===== src/rtl/unidade_busca_pkg.sv =====
// Shared definitions for the Redux-V instruction-fetch unit: default widths,
// the halt encoding and the fetch FSM state type.
package redux_pkg;

    localparam int LARGURA_END_PADRAO   = 8;
    localparam int LARGURA_INSTR_PADRAO = 8;
    localparam logic [7:0] INSTR_PARADA_PADRAO = 8'hFF;

    typedef enum logic [1:0] {
        OCIOSO = 2'd0,
        BUSCA  = 2'd1,
        PARADO = 2'd2
    } estado_t;

endpackage


===== src/rtl/unidade_busca_if.sv =====
// Fetch-unit bundle: instruction-memory port, control inputs and the
// valid/ready handoff towards decode.
interface unidade_busca_if
    import redux_pkg::*;
#(
    parameter int LARGURA_END   = LARGURA_END_PADRAO,
    parameter int LARGURA_INSTR = LARGURA_INSTR_PADRAO
);

    logic                     iniciar;
    logic [LARGURA_END-1:0]   endereco;
    logic [LARGURA_INSTR-1:0] instrucao;
    logic                     instr_valido;
    logic [LARGURA_INSTR-1:0] instr_dado;
    logic [LARGURA_END-1:0]   instr_pc;
    logic                     instr_pronto;
    logic                     desvio_valido;
    logic [LARGURA_END-1:0]   desvio_alvo;
    logic                     parado;

    modport master (
        input  iniciar, instrucao, instr_pronto, desvio_valido, desvio_alvo,
        output endereco, instr_valido, instr_dado, instr_pc, parado
    );

    modport slave (
        output iniciar, instrucao, instr_pronto, desvio_valido, desvio_alvo,
        input  endereco, instr_valido, instr_dado, instr_pc, parado
    );

endinterface


===== src/rtl/unidade_busca_fila.sv =====
// Two-deep FIFO holding {instruction, pc} pairs between fetch and decode;
// entry dado_p0 is always the head.
module fila_busca #(
    parameter int LARGURA = 16
) (
    input  logic               clock,
    input  logic               reset_n,
    input  logic               push,
    input  logic               pop,
    input  logic               flush,
    input  logic [LARGURA-1:0] entrada,
    output logic               cheio,
    output logic               vazio,
    output logic [LARGURA-1:0] head
);

    logic [1:0]         contagem;
    logic [LARGURA-1:0] dado_p0;
    logic [LARGURA-1:0] dado_p1;
    logic               push_ok;
    logic               pop_ok;

    assign cheio   = (contagem == 2'd2);
    assign vazio   = (contagem == 2'd0);
    assign head    = dado_p0;
    assign push_ok = push && !cheio;
    assign pop_ok  = pop && !vazio;

    always_ff @(posedge clock or negedge reset_n) begin
        if (!reset_n) begin
            contagem <= 2'd0;
            dado_p0  <= '0;
            dado_p1  <= '0;
        end else if (flush) begin
            contagem <= 2'd0;
        end else begin
            case ({push_ok, pop_ok})
                2'b10: begin
                    if (vazio) dado_p0 <= entrada;
                    else       dado_p1 <= entrada;
                    contagem <= contagem + 2'd1;
                end
                2'b01: begin
                    dado_p0  <= dado_p1;
                    contagem <= contagem - 2'd1;
                end
                // push_ok excludes full and pop_ok excludes empty, so exactly one entry is held here
                2'b11: dado_p0 <= entrada;
                default: ;
            endcase
        end
    end

endmodule


===== src/rtl/unidade_busca.sv =====
// Instruction-fetch controller: owns the PC, runs the OCIOSO/BUSCA/PARADO FSM,
// handles branch redirect and feeds decode through fila_busca.
module unidade_busca
    import redux_pkg::*;
#(
    parameter int                       LARGURA_END   = LARGURA_END_PADRAO,
    parameter int                       LARGURA_INSTR = LARGURA_INSTR_PADRAO,
    parameter logic [LARGURA_END-1:0]   END_INICIAL   = '0,
    parameter logic [LARGURA_INSTR-1:0] INSTR_PARADA  = INSTR_PARADA_PADRAO
) (
    input  logic            clock,
    input  logic            reset_n,
    unidade_busca_if.master bus
);

    estado_t                              estado;
    logic [LARGURA_END-1:0]               pc;
    logic                                 cheio;
    logic                                 vazio;
    logic                                 busca;
    logic                                 retira;
    logic [LARGURA_INSTR+LARGURA_END-1:0] cabeca;

    // A redirect suppresses both push and pop in its cycle.
    assign busca  = (estado == BUSCA) && !cheio && !bus.desvio_valido;
    assign retira = !vazio && bus.instr_pronto && !bus.desvio_valido;

    always_ff @(posedge clock or negedge reset_n) begin
        if (!reset_n) begin
            pc     <= END_INICIAL;
            estado <= OCIOSO;
        end else if (bus.desvio_valido) begin
            pc     <= bus.desvio_alvo;
            estado <= BUSCA;
        end else if (bus.iniciar && estado == OCIOSO) begin
            pc     <= END_INICIAL;
            estado <= BUSCA;
        end else if (busca) begin
            pc <= pc + LARGURA_END'(1);
            if (bus.instrucao == INSTR_PARADA) estado <= PARADO;
        end
    end

    fila_busca #(
        .LARGURA(LARGURA_INSTR + LARGURA_END)
    ) u_fila (
        .clock  (clock),
        .reset_n(reset_n),
        .push   (busca),
        .pop    (retira),
        .flush  (bus.desvio_valido),
        .entrada({bus.instrucao, pc}),
        .cheio  (cheio),
        .vazio  (vazio),
        .head   (cabeca)
    );

    assign bus.endereco              = pc;
    assign bus.instr_valido          = !vazio;
    assign {bus.instr_dado, bus.instr_pc} = cabeca;
    assign bus.parado                = (estado == PARADO);

endmodule


===== src/flat_wrapper.sv =====
// flat-port wrapper written by rule: the top's interface ports become plain ports
module unidade_busca_flat import redux_pkg::*;
#(
    parameter int                       LARGURA_END   = LARGURA_END_PADRAO,
    parameter int                       LARGURA_INSTR = LARGURA_INSTR_PADRAO,
    parameter logic [LARGURA_END-1:0]   END_INICIAL   = '0,
    parameter logic [LARGURA_INSTR-1:0] INSTR_PARADA  = INSTR_PARADA_PADRAO
)
  (clock, reset_n, bus_iniciar, bus_instrucao, bus_instr_pronto, bus_desvio_valido, bus_desvio_alvo, bus_endereco, bus_instr_valido, bus_instr_dado, bus_instr_pc, bus_parado);
  unidade_busca_if #(.LARGURA_END(LARGURA_END), .LARGURA_INSTR(LARGURA_INSTR)) bus_i ();
  input  logic clock;
  input  logic reset_n;
  input wire logic [$bits(bus_i.iniciar)-1:0] bus_iniciar;
  input wire logic [$bits(bus_i.instrucao)-1:0] bus_instrucao;
  input wire logic [$bits(bus_i.instr_pronto)-1:0] bus_instr_pronto;
  input wire logic [$bits(bus_i.desvio_valido)-1:0] bus_desvio_valido;
  input wire logic [$bits(bus_i.desvio_alvo)-1:0] bus_desvio_alvo;
  output wire logic [$bits(bus_i.endereco)-1:0] bus_endereco;
  output wire logic [$bits(bus_i.instr_valido)-1:0] bus_instr_valido;
  output wire logic [$bits(bus_i.instr_dado)-1:0] bus_instr_dado;
  output wire logic [$bits(bus_i.instr_pc)-1:0] bus_instr_pc;
  output wire logic [$bits(bus_i.parado)-1:0] bus_parado;
  assign bus_i.iniciar = bus_iniciar;
  assign bus_i.instrucao = bus_instrucao;
  assign bus_i.instr_pronto = bus_instr_pronto;
  assign bus_i.desvio_valido = bus_desvio_valido;
  assign bus_i.desvio_alvo = bus_desvio_alvo;
  assign bus_endereco = bus_i.endereco;
  assign bus_instr_valido = bus_i.instr_valido;
  assign bus_instr_dado = bus_i.instr_dado;
  assign bus_instr_pc = bus_i.instr_pc;
  assign bus_parado = bus_i.parado;
  unidade_busca #(.LARGURA_END(LARGURA_END), .LARGURA_INSTR(LARGURA_INSTR), .END_INICIAL(END_INICIAL), .INSTR_PARADA(INSTR_PARADA)) u_core (.clock(clock), .reset_n(reset_n), .bus(bus_i));
endmodule

===== config.mk =====
export PLATFORM = sky130hd
export DESIGN_NAME = unidade_busca_flat
export DESIGN_NICKNAME = d
export VERILOG_FILES = /design/src/rtl/unidade_busca_pkg.sv /design/src/rtl/unidade_busca_if.sv /design/src/rtl/unidade_busca_fila.sv /design/src/rtl/unidade_busca.sv /design/src/flat_wrapper.sv
export SDC_FILE = /design/constraint.sdc
export NUM_CORES = 1
export LEC_CHECK = 0
export ABC_AREA = 1
export CORE_MARGIN = 2
export CORE_UTILIZATION = 51
export DETAILED_ROUTE_END_ITERATION = 8
export PLACE_DENSITY_LB_ADDON = 0.05
export SYNTH_ARGS = -nofsm -noshare
export SYNTH_HDL_FRONTEND = slang
export SYNTH_SLANG_ARGS = --single-unit

===== constraint.sdc =====
create_clock -name clock -period 1.6 [get_ports clock]
set_clock_uncertainty 0.05 [all_clocks]
set_input_delay 0.32 -clock clock [delete_from_list [all_inputs] [get_ports clock]]
set_output_delay 0.32 -clock clock [all_outputs]
set_load 0.01 [all_outputs]

==> metrics <==
commonest non-fill, non-tap cell in the layout=nand2_1; clk buf depth=2; simple logic cell fraction of the synthesized area=35.9%; Yosys warnings=0; gr usage total=24.7%; DP HPWL=3930 µm; leak pwr=roughly 1.7 nW; syn avg cell area=7.88 µm²; r2r endpoint=u_core.u_fila.dado_p1[10]; pin count of the biggest net entering global routing=45; Synth Instances=289; Crit Path Class=flop to output pin; Num CTS Buffers=5; clk root buf=clkbuf_8; initial core utilization=52.7%; WP depth=1; crit end category=output pin; Port Buffers=46; Max Freq=637 MHz; worst IR drop on VDD=a little under 0.8 mV; status=complete, no violations; clock latency on the worst-skew pair=0.29 ns; CP top delay family=buffers and inverters; reg2reg setup slack=0.07 ns; mux contribution to synthesized area=0%; final hold vios=0; Synth Area in Compound Gates=6.87%; PD cells=1270 nW/µm²; max cap viols=0; CTS tree=done; Final Wtd Congestion=approximately 0.84; Slew Viols, Final=0; CP Buf/Inv Count=1; drt wl/cell=~14 µm; vias per cell=5.17; maximum net fanout on the critical path=2; setup TNS=0 ns; Slowest cell on crit path=clkdlybuf4s50_1; Worst Path Arrival=1.20 ns; vias=2,163; adder-cell share of the synthesized area=less than 1%; Final period util=between 90% and 100%; Mapped Area=2280 µm²; min Tclk post-route=around 1.6 ns; synthesis-stage register bit count=44; Cell Rows=24; share of cells above drive strength 1=17.2%; vias in the first global route=2,115; worst hold path type=flop to flop; Required @ worst endpoint=1.23 ns; final instance area=3200 µm²; Rel. slew slack=78.7%; die width=70.8 µm; Initial DRC Count=135; area post-placement=2990 µm²; Crit. Startpoint=u_core.u_fila.head[6]; Total Wirelength=between 5000 and 6000 µm; DRC violations left=0; H-tree levels=2; Worst Max-Slew Pin Slew=0.318 ns; largest family of logic cells by synthesized area=simple AND/OR/NAND/NOR gates; Final #Nets=~390; reg2reg start=u_core.u_fila.contagem[1]; die area=5020 µm²; synthesis-to-layout area growth=40.5%; Unique masters post-synth=27; Worst Setup Start Kind=flop; cell chain of the critical path=clkdlybuf4s50_1; grt ovf=0; first-pass GRT wire length=9720 µm; DRT Pass-1 Iters=4; Die Y=70.8 µm; Synth Area in XOR/XNOR=0%; Sink Count=44; clk slew on worst S/H paths=0.09 ns; initial antenna violation count=0; syn nets=311; Final ANT Viol Nets=0; antenna cells=0; I/O pins=47; CP peak stage delay=0.54 ns; CP Capture Point=bus_instr_pc[6]; sequential element share of the synthesized area=between 40% and 50%; hold_ws=0.430 ns; final setup fails=0; r2r worst-path depth=8; most frequent cells in the layout=105 x nand2_1, 44 x nand3_1, 41 x dfrtp_1, 31 x buf_4, 29 x clkdlybuf4s50_1; Placeable Area=4320 µm²
state kept, by name, indices dropped and copies added, names as in the netlist:
| name | flops |
|---|---|
| u_core.bus.endereco | 8 |
| u_core.u_fila.contagem | 2 |
| u_core.estado | 2 |
| u_core.u_fila.head | 16 |
| u_core.u_fila.dado_p1 | 16 |
timing repair:
item	in CTS	in global routing
hold buffers	1	0
pin swaps	0	2
endpoints found under the setup margin	5	24
setup buffers	3	1
gates resized for setup	7	18
endpoints found under the hold margin	44	0
area by class of cell:
type	instances	area, µm²
flip-flops and latches	44	1100
repair buffers	83	827
clock inverters	2	38.8
multi-input cells	212	1000
clock buffers	6	82.6
fillers	350	1120
well taps	52	65.1
inverters	19	78.8
cell usage after synthesis:
cell type  instances  area, µm²
a21oi_1            5       25.0
a31oi_1            1       6.26
buf_2              4       20.0
buf_4              1       7.51
buf_6              5       56.3
buf_8              1       15.0
clkbuf_1           3       11.3
dfrtp_1           44       1100
ha_1               1       12.5
inv_1             16       60.1
inv_2              1       3.75
inv_4              1       6.26
inv_6              1       8.76
nand2_1          105        394
nand2_2            3       18.8
nand2_4            2       22.5
nand3_1           44        220
nand3_4            1       17.5
nand4_1            5       31.3
nor2_1            16       60.1
nor2_2             1       6.26
nor2_4             2       22.5
nor2_8             1       20.0
nor3_1             1       5.00
o21ai_0           14       70.1
o21ai_1            8       40.0
o21bai_1           2       15.0
worst min path at each step:
stage                                   start  slack, ns                         to  cells after the start
finish              u_core.u_fila.dado_p1[12]       0.43  u_core.u_fila.dado_p1[12]                      2
global route        u_core.u_fila.dado_p1[15]       0.46  u_core.u_fila.dado_p1[15]                      2
CTS                 u_core.u_fila.dado_p1[12]       0.43  u_core.u_fila.dado_p1[12]                      2
detailed placement                    reset_n       0.26      u_core.u_fila.head[9]                      2
global placement                      reset_n       0.26      u_core.u_fila.head[8]                      2
floorplan                             reset_n      -0.03     u_core.bus.endereco[0]                      0
per-stage QoR:
stage / setup slack, ns / cells / power (mW) / utilization (%)
after floorplan: 0.0979 / 289 / 2.42 / -
after global placement: -0.224 / 405 / 3.12 / 69.2
after detailed placement: -0.273 / 405 / 3.15 / 69.2
after CTS: 0.00705 / 417 / 4.09 / 72.9
after global routing: -0.0227 / 418 / 4.34 / 74.0
final: 0.0311 / 418 / 4.05 / 74.0
tightest hold or removal path, stage by stage, from the launching register on:
cell and delay (ns):
dfrtp_1 0.35, o21ai_1 0.06, nand2_1 0.04
power by group:
part	total (mW)	internal (mW)	switching, mW	leakage [nW]
registers	1.70	1.49	0.202	0.540
clock network	0.900	0.511	0.389	0.0614
logic	1.45	0.723	0.729	1.12
kinds of logic (layout without fill, tap and decap cells):
kind of cell             after synthesis  count (layout)
AND/OR/NAND/NOR                      181             181
adder cells (fa/ha/maj)                1               1
buffers and inverters                 33             110
AO/OA/AOI/OAI                         30              30
flip-flops                            44              44
routing by layer:
layer	global-route usage, %	vias to the layer above	wire [µm]
li1	-	1086	-
met4	8.39	0	85
met1	32.5	999	2540
met5	0	-	0
met3	5.84	8	295
met2	40.4	70	2730
Note: power is estimated with default switching activity, not from simulation.
